$ cat src/rtl/uart_pkg.sv
// uart_pkg: shared state type, frame constants and baud-divider helper
// for the buffered UART transmitter.
package uart_pkg;
  typedef enum logic [2:0] {IDLE, START, DATA, PARITY, STOP} tx_state_t;
  localparam int DATA_BITS = 8;
  function automatic int clks_per_baud(input int clk_hz, input int baud);
    return clk_hz / baud;
  endfunction
endpackage

$ cat src/rtl/sync_fifo.sv
// sync_fifo: first-word-fall-through FIFO, power-of-two depth.
// Ports: clk, rst_n (async active-low), wr_en/wr_data (push, ignored when full),
// rd_en/rd_data (pop, ignored when empty; rd_data shows the head word),
// full, empty, count (words stored).
module sync_fifo #(
  parameter int WIDTH = 8,
  parameter int DEPTH = 16
) (
  input  logic                   clk,
  input  logic                   rst_n,
  input  logic                   wr_en,
  input  logic [WIDTH-1:0]       wr_data,
  input  logic                   rd_en,
  output logic [WIDTH-1:0]       rd_data,
  output logic                   full,
  output logic                   empty,
  output logic [$clog2(DEPTH):0] count
);
  localparam int AW = $clog2(DEPTH);
  logic [WIDTH-1:0] mem [DEPTH];
  logic [AW:0] wp, rp;
  logic do_wr, do_rd;
  assign do_wr = wr_en && !full;
  assign do_rd = rd_en && !empty;
  // Extra pointer MSB tells a wrapped-full FIFO apart from an empty one.
  assign empty = wp == rp;
  assign full = (wp[AW] != rp[AW]) && (wp[AW-1:0] == rp[AW-1:0]);
  assign count = wp - rp;
  assign rd_data = mem[rp[AW-1:0]];
  always_ff @(posedge clk)
    if (do_wr) mem[wp[AW-1:0]] <= wr_data;
  always_ff @(posedge clk or negedge rst_n)
    if (!rst_n) begin
      wp <= '0;
      rp <= '0;
    end else begin
      if (do_wr) wp <= wp + 1'b1;
      if (do_rd) rp <= rp + 1'b1;
    end
endmodule

$ cat src/rtl/uart_tx_buffered.sv
// uart_tx_buffered: byte stream in, 8-bit LSB-first UART frames out via a FIFO.
// Ports: clk_100mhz, sys_rst_n (async active-low), data_in/valid_in/ready_out
// (byte stream, ready_out = FIFO not full), tx (registered line, idles high),
// busy (frame in progress or bytes queued), fifo_count (queued bytes, excluding
// the frame on the line).
module uart_tx_buffered
  import uart_pkg::*;
#(
  parameter int CLK_FREQ_HZ = 100_000_000,
  parameter int BAUD        = 115200,
  parameter int FIFO_DEPTH  = 16,
  parameter int PARITY_EN   = 0,
  parameter int PARITY_ODD  = 0,
  parameter int STOP_BITS   = 1
) (
  input  logic                        clk_100mhz,
  input  logic                        sys_rst_n,
  input  logic [7:0]                  data_in,
  input  logic                        valid_in,
  output logic                        ready_out,
  output logic                        tx,
  output logic                        busy,
  output logic [$clog2(FIFO_DEPTH):0] fifo_count
);
  localparam int CPB = clks_per_baud(CLK_FREQ_HZ, BAUD);
  localparam int CW = $clog2(CPB);
  tx_state_t state;
  logic [CW-1:0] baud_cnt;
  logic [2:0] bit_cnt;
  logic [DATA_BITS-1:0] shreg, fifo_data;
  logic par, pend, full, empty, tick, last_stop, pop;
  assign tick = baud_cnt == CW'(CPB - 1);
  assign last_stop = bit_cnt == 3'(STOP_BITS - 1);
  // Idle starts wait on the registered non-empty flag, so a byte written at
  // edge k leaves on the line at k+2; back-to-back frames pop at stop end.
  assign pop = !empty && (state == IDLE ? pend : (state == STOP && tick && last_stop));
  assign ready_out = !full;
  assign busy = state != IDLE || fifo_count != '0;
  sync_fifo #(.WIDTH(DATA_BITS), .DEPTH(FIFO_DEPTH)) u_fifo (
    .clk(clk_100mhz),
    .rst_n(sys_rst_n),
    .wr_en(valid_in),
    .wr_data(data_in),
    .rd_en(pop),
    .rd_data(fifo_data),
    .full(full),
    .empty(empty),
    .count(fifo_count)
  );
  always_ff @(posedge clk_100mhz or negedge sys_rst_n)
    if (!sys_rst_n) begin
      state <= IDLE;
      baud_cnt <= '0;
      bit_cnt <= '0;
      shreg <= '0;
      par <= 1'b0;
      pend <= 1'b0;
      tx <= 1'b1;
    end else begin
      pend <= !empty;
      baud_cnt <= (pop || tick || state == IDLE) ? '0 : baud_cnt + 1'b1;
      if (pop) begin
        state <= START;
        tx <= 1'b0;
        shreg <= fifo_data;
        par <= ^fifo_data ^ 1'(PARITY_ODD);
        bit_cnt <= '0;
      end else if (tick) begin
        case (state)
          START: begin
            state <= DATA;
            tx <= shreg[0];
            shreg <= shreg >> 1;
          end
          DATA:
            if (bit_cnt == 3'(DATA_BITS - 1)) begin
              state <= PARITY_EN != 0 ? PARITY : STOP;
              tx <= PARITY_EN != 0 ? par : 1'b1;
              bit_cnt <= '0;
            end else begin
              tx <= shreg[0];
              shreg <= shreg >> 1;
              bit_cnt <= bit_cnt + 1'b1;
            end
          PARITY: begin
            state <= STOP;
            tx <= 1'b1;
          end
          STOP:
            if (last_stop) state <= IDLE;
            else bit_cnt <= bit_cnt + 1'b1;
          default: state <= IDLE;
        endcase
      end
    end
endmodule
$ cat config.mk
export PLATFORM = sky130hd
export DESIGN_NAME = uart_tx_buffered
export DESIGN_NICKNAME = d
export VERILOG_FILES = /design/src/rtl/uart_pkg.sv /design/src/rtl/sync_fifo.sv /design/src/rtl/uart_tx_buffered.sv
export SDC_FILE = /design/constraint.sdc
export NUM_CORES = 1
export LEC_CHECK = 0
export ABC_AREA = 1
export CAP_MARGIN = 10
export CORE_ASPECT_RATIO = 1.75
export CORE_MARGIN = 2
export CORE_UTILIZATION = 56
export DETAILED_ROUTE_END_ITERATION = 10
export GPL_TIMING_DRIVEN = 0
export PLACE_DENSITY_LB_ADDON = 0.3
export REMOVE_ABC_BUFFERS = 1
export SETUP_SLACK_MARGIN = 0.05
export SYNTH_ARGS = -nofsm -noshare
export SYNTH_HDL_FRONTEND = slang
export SYNTH_SLANG_ARGS = --single-unit
$ cat constraint.sdc
create_clock -name clk_100mhz -period 2.1 [get_ports clk_100mhz]
set_input_delay 0.42 -clock clk_100mhz [delete_from_list [all_inputs] [get_ports clk_100mhz]]
set_output_delay 0.42 -clock clk_100mhz [all_outputs]
set_load 0.01 [all_outputs]
==> results of run 1 <==
[flip-flops by register name (all words and copies together) (netlist names)]
name / count
u_fifo.mem: 128
baud_cnt: 10
shreg: 8
u_fifo.rp: 5
u_fifo.wp: 5
bit_cnt: 3
state: 3
pend: 1
tx: 1
[cell families (layout without fill, tap and decap cells)]
kind of cell | Yosys count | in the layout | share of synthesized area
and+or+nand+nor | 390 | 390 | 0.228
DFF | 164 | 164 | 0.649
buffers and inverters | 66 | 131 | 0.0392
AOI/OAI and AO/OA | 60 | 60 | 0.0419
adders and majority gates | 14 | 14 | 0.0250
xor gates and xnor gates | 13 | 13 | 0.0166
[per-stage QoR]
step	cell area (µm²)	util	hold WS (ns)	setup TNS, ns
floorplan	7170	-	0.124	-130.92
global placement	7570	0.588	0.478	-287.00
detailed placement	7610	0.592	0.484	-198.59
CTS	8820	0.686	0.111	-1.34
global route	9030	0.701	0.162	-5.60
finish	9030	0.701	0.0875	-1.88
[cell type report]
class / count / area (µm²) / share of cell area
timing repair inverter: 1 / 8.76 / 0.000970
tap: 171 / 214 / 0.0237
timing repair buffer: 58 / 663 / 0.0735
sequential: 164 / 4760 / 0.527
multi-input combinational: 477 / 2600 / 0.288
clock buffer: 26 / 532 / 0.0589
inverter: 40 / 210 / 0.0233
clock inverter: 6 / 41.3 / 0.00457
[Yosys cell counts, types with 6 or more instances]
master and count:
sky130_fd_sc_hd__nand2_1 210, sky130_fd_sc_hd__edfxtp_1 128, sky130_fd_sc_hd__nor2_1 83, sky130_fd_sc_hd__nand3_1 66, sky130_fd_sc_hd__o21ai_0 37, sky130_fd_sc_hd__dfrtp_1 35, sky130_fd_sc_hd__inv_1 28, sky130_fd_sc_hd__buf_2 13
sky130_fd_sc_hd__ha_1 13, sky130_fd_sc_hd__o21ai_1 12, sky130_fd_sc_hd__xor2_1 11, sky130_fd_sc_hd__a21oi_1 8, sky130_fd_sc_hd__inv_2 8, sky130_fd_sc_hd__nand2_2 7, sky130_fd_sc_hd__nor3_1 7, sky130_fd_sc_hd__clkbuf_1 6
[power by group]
part / switching (W) / leakage, nW / internal (W)
Combinational: 0.00336 / 1.61 / 0.00205
Clock: 0.00125 / 0.281 / 0.00175
Sequential: 0.000342 / 1.60 / 0.00400
Total: 0.00496 / 3.49 / 0.00779
[metal layers]
layer | GRT usage | up-vias | share of wire
li1 | - | 2474 | -
met1 | 0.290 | 2711 | 0.33
met2 | 0.512 | 310 | 0.53
met3 | 0.0576 | 91 | 0.066
met4 | 0.174 | 0 | 0.077
met5 | 0 | - | 0
[worst max-delay path by stage]
stage	startpoint	to	slack, ns
after floorplan	u_fifo.rp[0]	busy	-0.93
after global placement	u_fifo.rp[0]	busy	-1.93
after detailed placement	u_fifo.rp[1]	u_fifo.mem[0][5]	-1.41
after CTS	u_fifo.rp[0]	busy	-0.44
after global routing	u_fifo.rp[0]	busy	-0.50
final	u_fifo.rp[0]	busy	-0.45
[worst reg2reg max path, delay by kind of cell, from the launching register on]
kind                       cells  cell delay (ns)
DFF                            1             0.40
adders and majority gates      1             0.31
xor gates and xnor gates       1             0.15
and+or+nand+nor                6             0.75
buffers and inverters          3             0.42
[timing repair]
item / in CTS / in global routing
endpoints found under the hold margin: 0 / 0
gates cloned: 3 / 0
gates resized for setup: 100 / 28
endpoints found under the setup margin: 159 / 145
pin swaps: 20 / 10
setup buffers: 25 / 11
==> flow_summary.toml, run 1 <==
[cells_and_area]
layout.filler_cells = 832
final-instance-count-excl-fill = 943
layout.cells.most_common = "sky130_fd_sc_hd__nand2_1"
diodes = 0
final_net_count = 784
final_cell_mix = "sky130_fd_sc_hd__nand2_1, sky130_fd_sc_hd__edfxtp_1, sky130_fd_sc_hd__nor2_1"
syn_to_final_growth_pct = 23.5
drive_gt1_frac = 0.201

[floorplan]
design.core.area_um2 = 12900
area_of_the_die_um2 = 14000
ioPinCount = 19
floorplan.initialDensity = 0.568
placement_rows = 55
die_h_um = 155
die_x_um = 90.4

[critical_path]
timing.reg2reg.worst_path_depth = 11
worstReg2RegStart = "u_fifo.rp[3]"
reg2reg_setup_slack_ns = -0.04
reg2reg_to = "u_fifo.wp[4]"
peak_fanout_along_the_critical_path = 2
endpoint_kind = "output pin"
critical_path_buf_inv_count = 3
worstPathRequired_ns = 1.68
critical-path-top-delay-family = "adder cells"
critPathMaxStageDelay_ns = 0.50
slowest_stage_cell_crit_path = "sky130_fd_sc_hd__dfrtp_4"
path_class = "reg -> out"
worst_ep_arrival_time_ns = 2.13
worstSetupPathDepth = 7
ordered_list_of_cells_on_the_worst_path = "buf_12 > ha_4 > inv_2 > fa_2 > nor3_2 > nand3_1 > buf_2"
cp-start-kind = "register"

[drt]
drtPass1Iterations = 5
post_drt_via_cell_ratio = 5.92
vias_after_detailed_routing = 5586
detail_route.wl_per_cell_um = 21.1
antenna_violating_nets_post_route = 0
sum_of_routed_wire_length_over_all_layers_um = 19900
first_iter_violations = 491
remaining_drc_errors = 0

[outcome]
run_status = "finished with violations"
failed_checks = "negative setup slack"

[synthesis]
synth_cell_types = 35
yosys_register_bits = 164
synth_enable_flop_cells = 128
synth.yosys.seq_area_share = 0.649
synth_largest_area_cell = "sky130_fd_sc_hd__edfxtp_1"
share_of_yosys_cell_area_claimed_by_the_top_area_cell_type = 0.526
synthCells = 707
syn_area_per_cell_um2 = 10.3
post_synthesis_cell_area_um2 = 7310
async_reset_ff_frac = 0.220
synth_ff_type = "sky130_fd_sc_hd__edfxtp_1"
synth_top_cells_by_area = "sky130_fd_sc_hd__edfxtp_1, sky130_fd_sc_hd__dfrtp_1, sky130_fd_sc_hd__nand2_1"
yosys_warnings = 0

[timing]
max_freq_mhz = 393
final_critical_path_setup_slack_ns = -0.446
total_count_of_max_transition_violations_in_the_final_report = 0
max_slew.worst_pin.slew_ns = 0.843
finalCriticalPeriod_ns = 2.55
grt_setup_unrepaired = "yes"
skew_ns = 0.0166
slew_headroom = 0.438
setup_viol_count_final = 31
report.final.hold_viol_count = 0
finalCritPeriodShare = 1.21

[global_routing]
antenna_violations_before_repair = 0
track_usage = 0.279
grt.overflow.total = 0
via_count_of_the_first_global_routing_pass = 5397
maximum_number_of_pins_on_one_net_before_global_route_repair = 66
grt_first_pass_wirelength_um = 29100

[placement]
place.port_buffers = 18
detailedPlacementHpwl_um = 10500
pre_cts_worst_setup_slack_ns = -1.41
placed_cells = 872
gp_routability_congestion = 0.851

[job]
cap_viol_max_count = 0

[clock_tree]
worstSkewPairLatency_ns = 0.43
clk_pin_slew_worst_paths_ns = 0.06
cts_tree = "yes"
clock_sink_count = 164
cts_inserted_buffers = 17
cts_buffer_depth = 2
cts.htree.levels = 4
ctsRootBufferMaster = "sky130_fd_sc_hd__clkbuf_16"
ctsHoldBuffers = 0

[power]
pwr_density_cell_nw_per_um2 = 1410
total_leakage_power_nw = 3.49
peakVddDrop_mv = 0.804
total_power_w = 0.0127

[worst_hold_path]
min_path_type = "in -> async"
(Power assumes the default switching activity.)
==> inputs of run 2 (changes only) <==
- CORE_MARGIN: 2 -> 4
==> run 2 against run 1 <==
The run still ends with negative setup slack left. Fmax increased by 1.3%. Utilization decreased by 0.35 points. Routed wire length decreased by 4.4%. Via count decreased by 2.0%. Clock skew decreased by 0.0087 ns. Sequential power decreased by 1%. Die area increased by 7.1%. First-iteration DRC count increased by 22%. Non-clock buffer count decreased by 4. Final area decreased by 0.50%. Highest routed layer unchanged.
==> flow_summary.toml, run 2 (same netlist as run 1, synthesis figures left out) <==
[outcome]
run_status = "finished with violations"
failed_checks = "negative setup slack"

[clock_tree]
cts_inserted_buffers = 17
worstSkewPairLatency_ns = 0.42
clock_sink_count = 164
cts_tree = "yes"
cts_buffer_depth = 2
ctsRootBufferMaster = "sky130_fd_sc_hd__clkbuf_16"
cts.htree.levels = 4
clk_pin_slew_worst_paths_ns = 0.06

[critical_path]
reg2reg_to = "u_fifo.mem[10][3]"
reg2reg_setup_slack_ns = -0.05
ordered_list_of_cells_on_the_worst_path = "buf_12 > ha_4 > inv_2 > fa_2 > nand3_2 > nand2_2 > xnor2_2 > nor2_1 > nand3_1 > buf_2"
worstReg2RegStart = "u_fifo.rp[1]"
critical-path-top-delay-family = "adder cells"
critical_path_buf_inv_count = 3
critPathMaxStageDelay_ns = 0.43
worst_ep_arrival_time_ns = 2.09
timing.reg2reg.worst_path_depth = 11
slowest_stage_cell_crit_path = "sky130_fd_sc_hd__dfrtp_4"
worstSetupPathDepth = 10
cp-start-kind = "register"
critical_path.endpoint = "busy"
critPathLaunch = "u_fifo.rp[0]"
endpoint_kind = "output pin"
peak_fanout_along_the_critical_path = 2
path_class = "reg -> out"
worstPathRequired_ns = 1.68

[power]
pwr_density_cell_nw_per_um2 = 1400
total_leakage_power_nw = 3.49
total_power_w = 0.0125
peakVddDrop_mv = 0.818

[floorplan]
area_of_the_die_um2 = 15000
die_x_um = 94.4
floorplan.initialDensity = 0.568
die_h_um = 159
placement_rows = 55
ioPinCount = 19
design.core.area_um2 = 12900

[global_routing]
grt_first_pass_wirelength_um = 28500
maximum_number_of_pins_on_one_net_before_global_route_repair = 66
via_count_of_the_first_global_routing_pass = 5443
antenna_violations_before_repair = 0
track_usage = 0.256
grt.overflow.total = 0

[job]
cap_viol_max_count = 0

[drt]
drtPass1Iterations = 5
antenna_violating_nets_post_route = 0
post_drt_via_cell_ratio = 5.82
vias_after_detailed_routing = 5475
remaining_drc_errors = 0
detail_route.wl_per_cell_um = 20.2
first_iter_violations = 597
sum_of_routed_wire_length_over_all_layers_um = 19000

[timing]
finalCriticalPeriod_ns = 2.51
final_critical_path_setup_slack_ns = -0.414
timing.hold.ws_ns = 0.0895
total_count_of_max_transition_violations_in_the_final_report = 0
finalCritPeriodShare = 1.20
skew_ns = 0.00797
report.final.hold_viol_count = 0
max_freq_mhz = 398
slew_headroom = 0.452
max_slew.worst_pin.slew_ns = 0.822
setup_viol_count_final = 135
grt_setup_unrepaired = "yes"

[placement]
placed_standard_cell_area_um2 = 7610
detailedPlacementHpwl_um = 10300
placed_cells = 872
place.port_buffers = 18
gp_routability_congestion = 0.878
pre_cts_worst_setup_slack_ns = -1.27

[cells_and_area]
final_cell_mix = "sky130_fd_sc_hd__nand2_1, sky130_fd_sc_hd__edfxtp_1, sky130_fd_sc_hd__nor2_1"
diodes = 0
final-instance-count-excl-fill = 941
layout.cells.most_common = "sky130_fd_sc_hd__nand2_1"
syn_to_final_growth_pct = 22.8
largest_reg_flops = 128
final_area_um2 = 8980
final_net_count = 782
drive_gt1_frac = 0.182

[worst_hold_path]
min_path_type = "in -> async"
==> run 2: cell types whose count changed in the layout (fill, tap and decap cells not counted), moves of 3 or more <==
cell,before,now
sky130_fd_sc_hd__buf_4,25,21
sky130_fd_sc_hd__clkbuf_8,3,0
sky130_fd_sc_hd__dfrtp_1,29,32
sky130_fd_sc_hd__dfrtp_2,4,1
sky130_fd_sc_hd__inv_6,1,4
sky130_fd_sc_hd__inv_8,0,3
sky130_fd_sc_hd__nand3_1,60,63
==> run 2: worst min-delay path by stage <==
| stage | end | from | depth (start not counted) | slack, ns |
|---|---|---|---|---|
| after global routing | baud_cnt[5] | sys_rst_n | 1 | 0.16 |
| after detailed placement | shreg[6] | shreg[7] | 2 | 0.49 |
| after global placement | shreg[6] | shreg[7] | 2 | 0.48 |
| final | baud_cnt[2] | sys_rst_n | 1 | 0.09 |
| after floorplan | baud_cnt[0] | sys_rst_n | 0 | 0.12 |
| after CTS | baud_cnt[5] | sys_rst_n | 1 | 0.11 |
==> run 2: final cells by class <==
type	count	area, µm²
fillers	839	3890
inverters	40	211
multi-input cells	478	2570
clock buffers	19	433
well taps	171	214
flip-flops and latches	164	4750
repair inverters	2	20.0
repair buffers	54	653
clock inverters	13	124
==> run 2: routing by layer <==
metal / track usage / wire (µm) / share of wire / vias to the layer above
met5: 0 / 0 / 0 / -
met4: 0.163 / 1260 / 0.066 / 0
met3: 0.0468 / 1240 / 0.065 / 72
met2: 0.443 / 10000 / 0.53 / 279
met1: 0.282 / 6510 / 0.34 / 2658
li1: - / - / - / 2466
==> run 2: what timing repair did <==
item                                    4_1_cts  5_1_grt
buffers inserted                             21       10
hold buffers                                  0        0
gates resized for setup                      95       15
gates cloned                                  4        2
endpoints found under the setup margin      159      146
pin swaps                                    18       12
==> run 2: per-stage QoR <==
stage / setup TNS, ns / util
6_report: -4.63 / 0.698
5_1_grt: -8.51 / 0.698
4_1_cts: -1.72 / 0.686
3_5_place_dp: -174.23 / 0.592
3_3_place_gp: -292.14 / 0.588
2_1_floorplan: -130.92 / -
==> run 2: where the power goes <==
group / leakage, nW / internal, W / total (W) / switching (W)
clock network: 0.277 / 0.00165 / 0.00295 / 0.00130
logic: 1.61 / 0.00205 / 0.00531 / 0.00327
registers: 1.60 / 0.00399 / 0.00428 / 0.000292
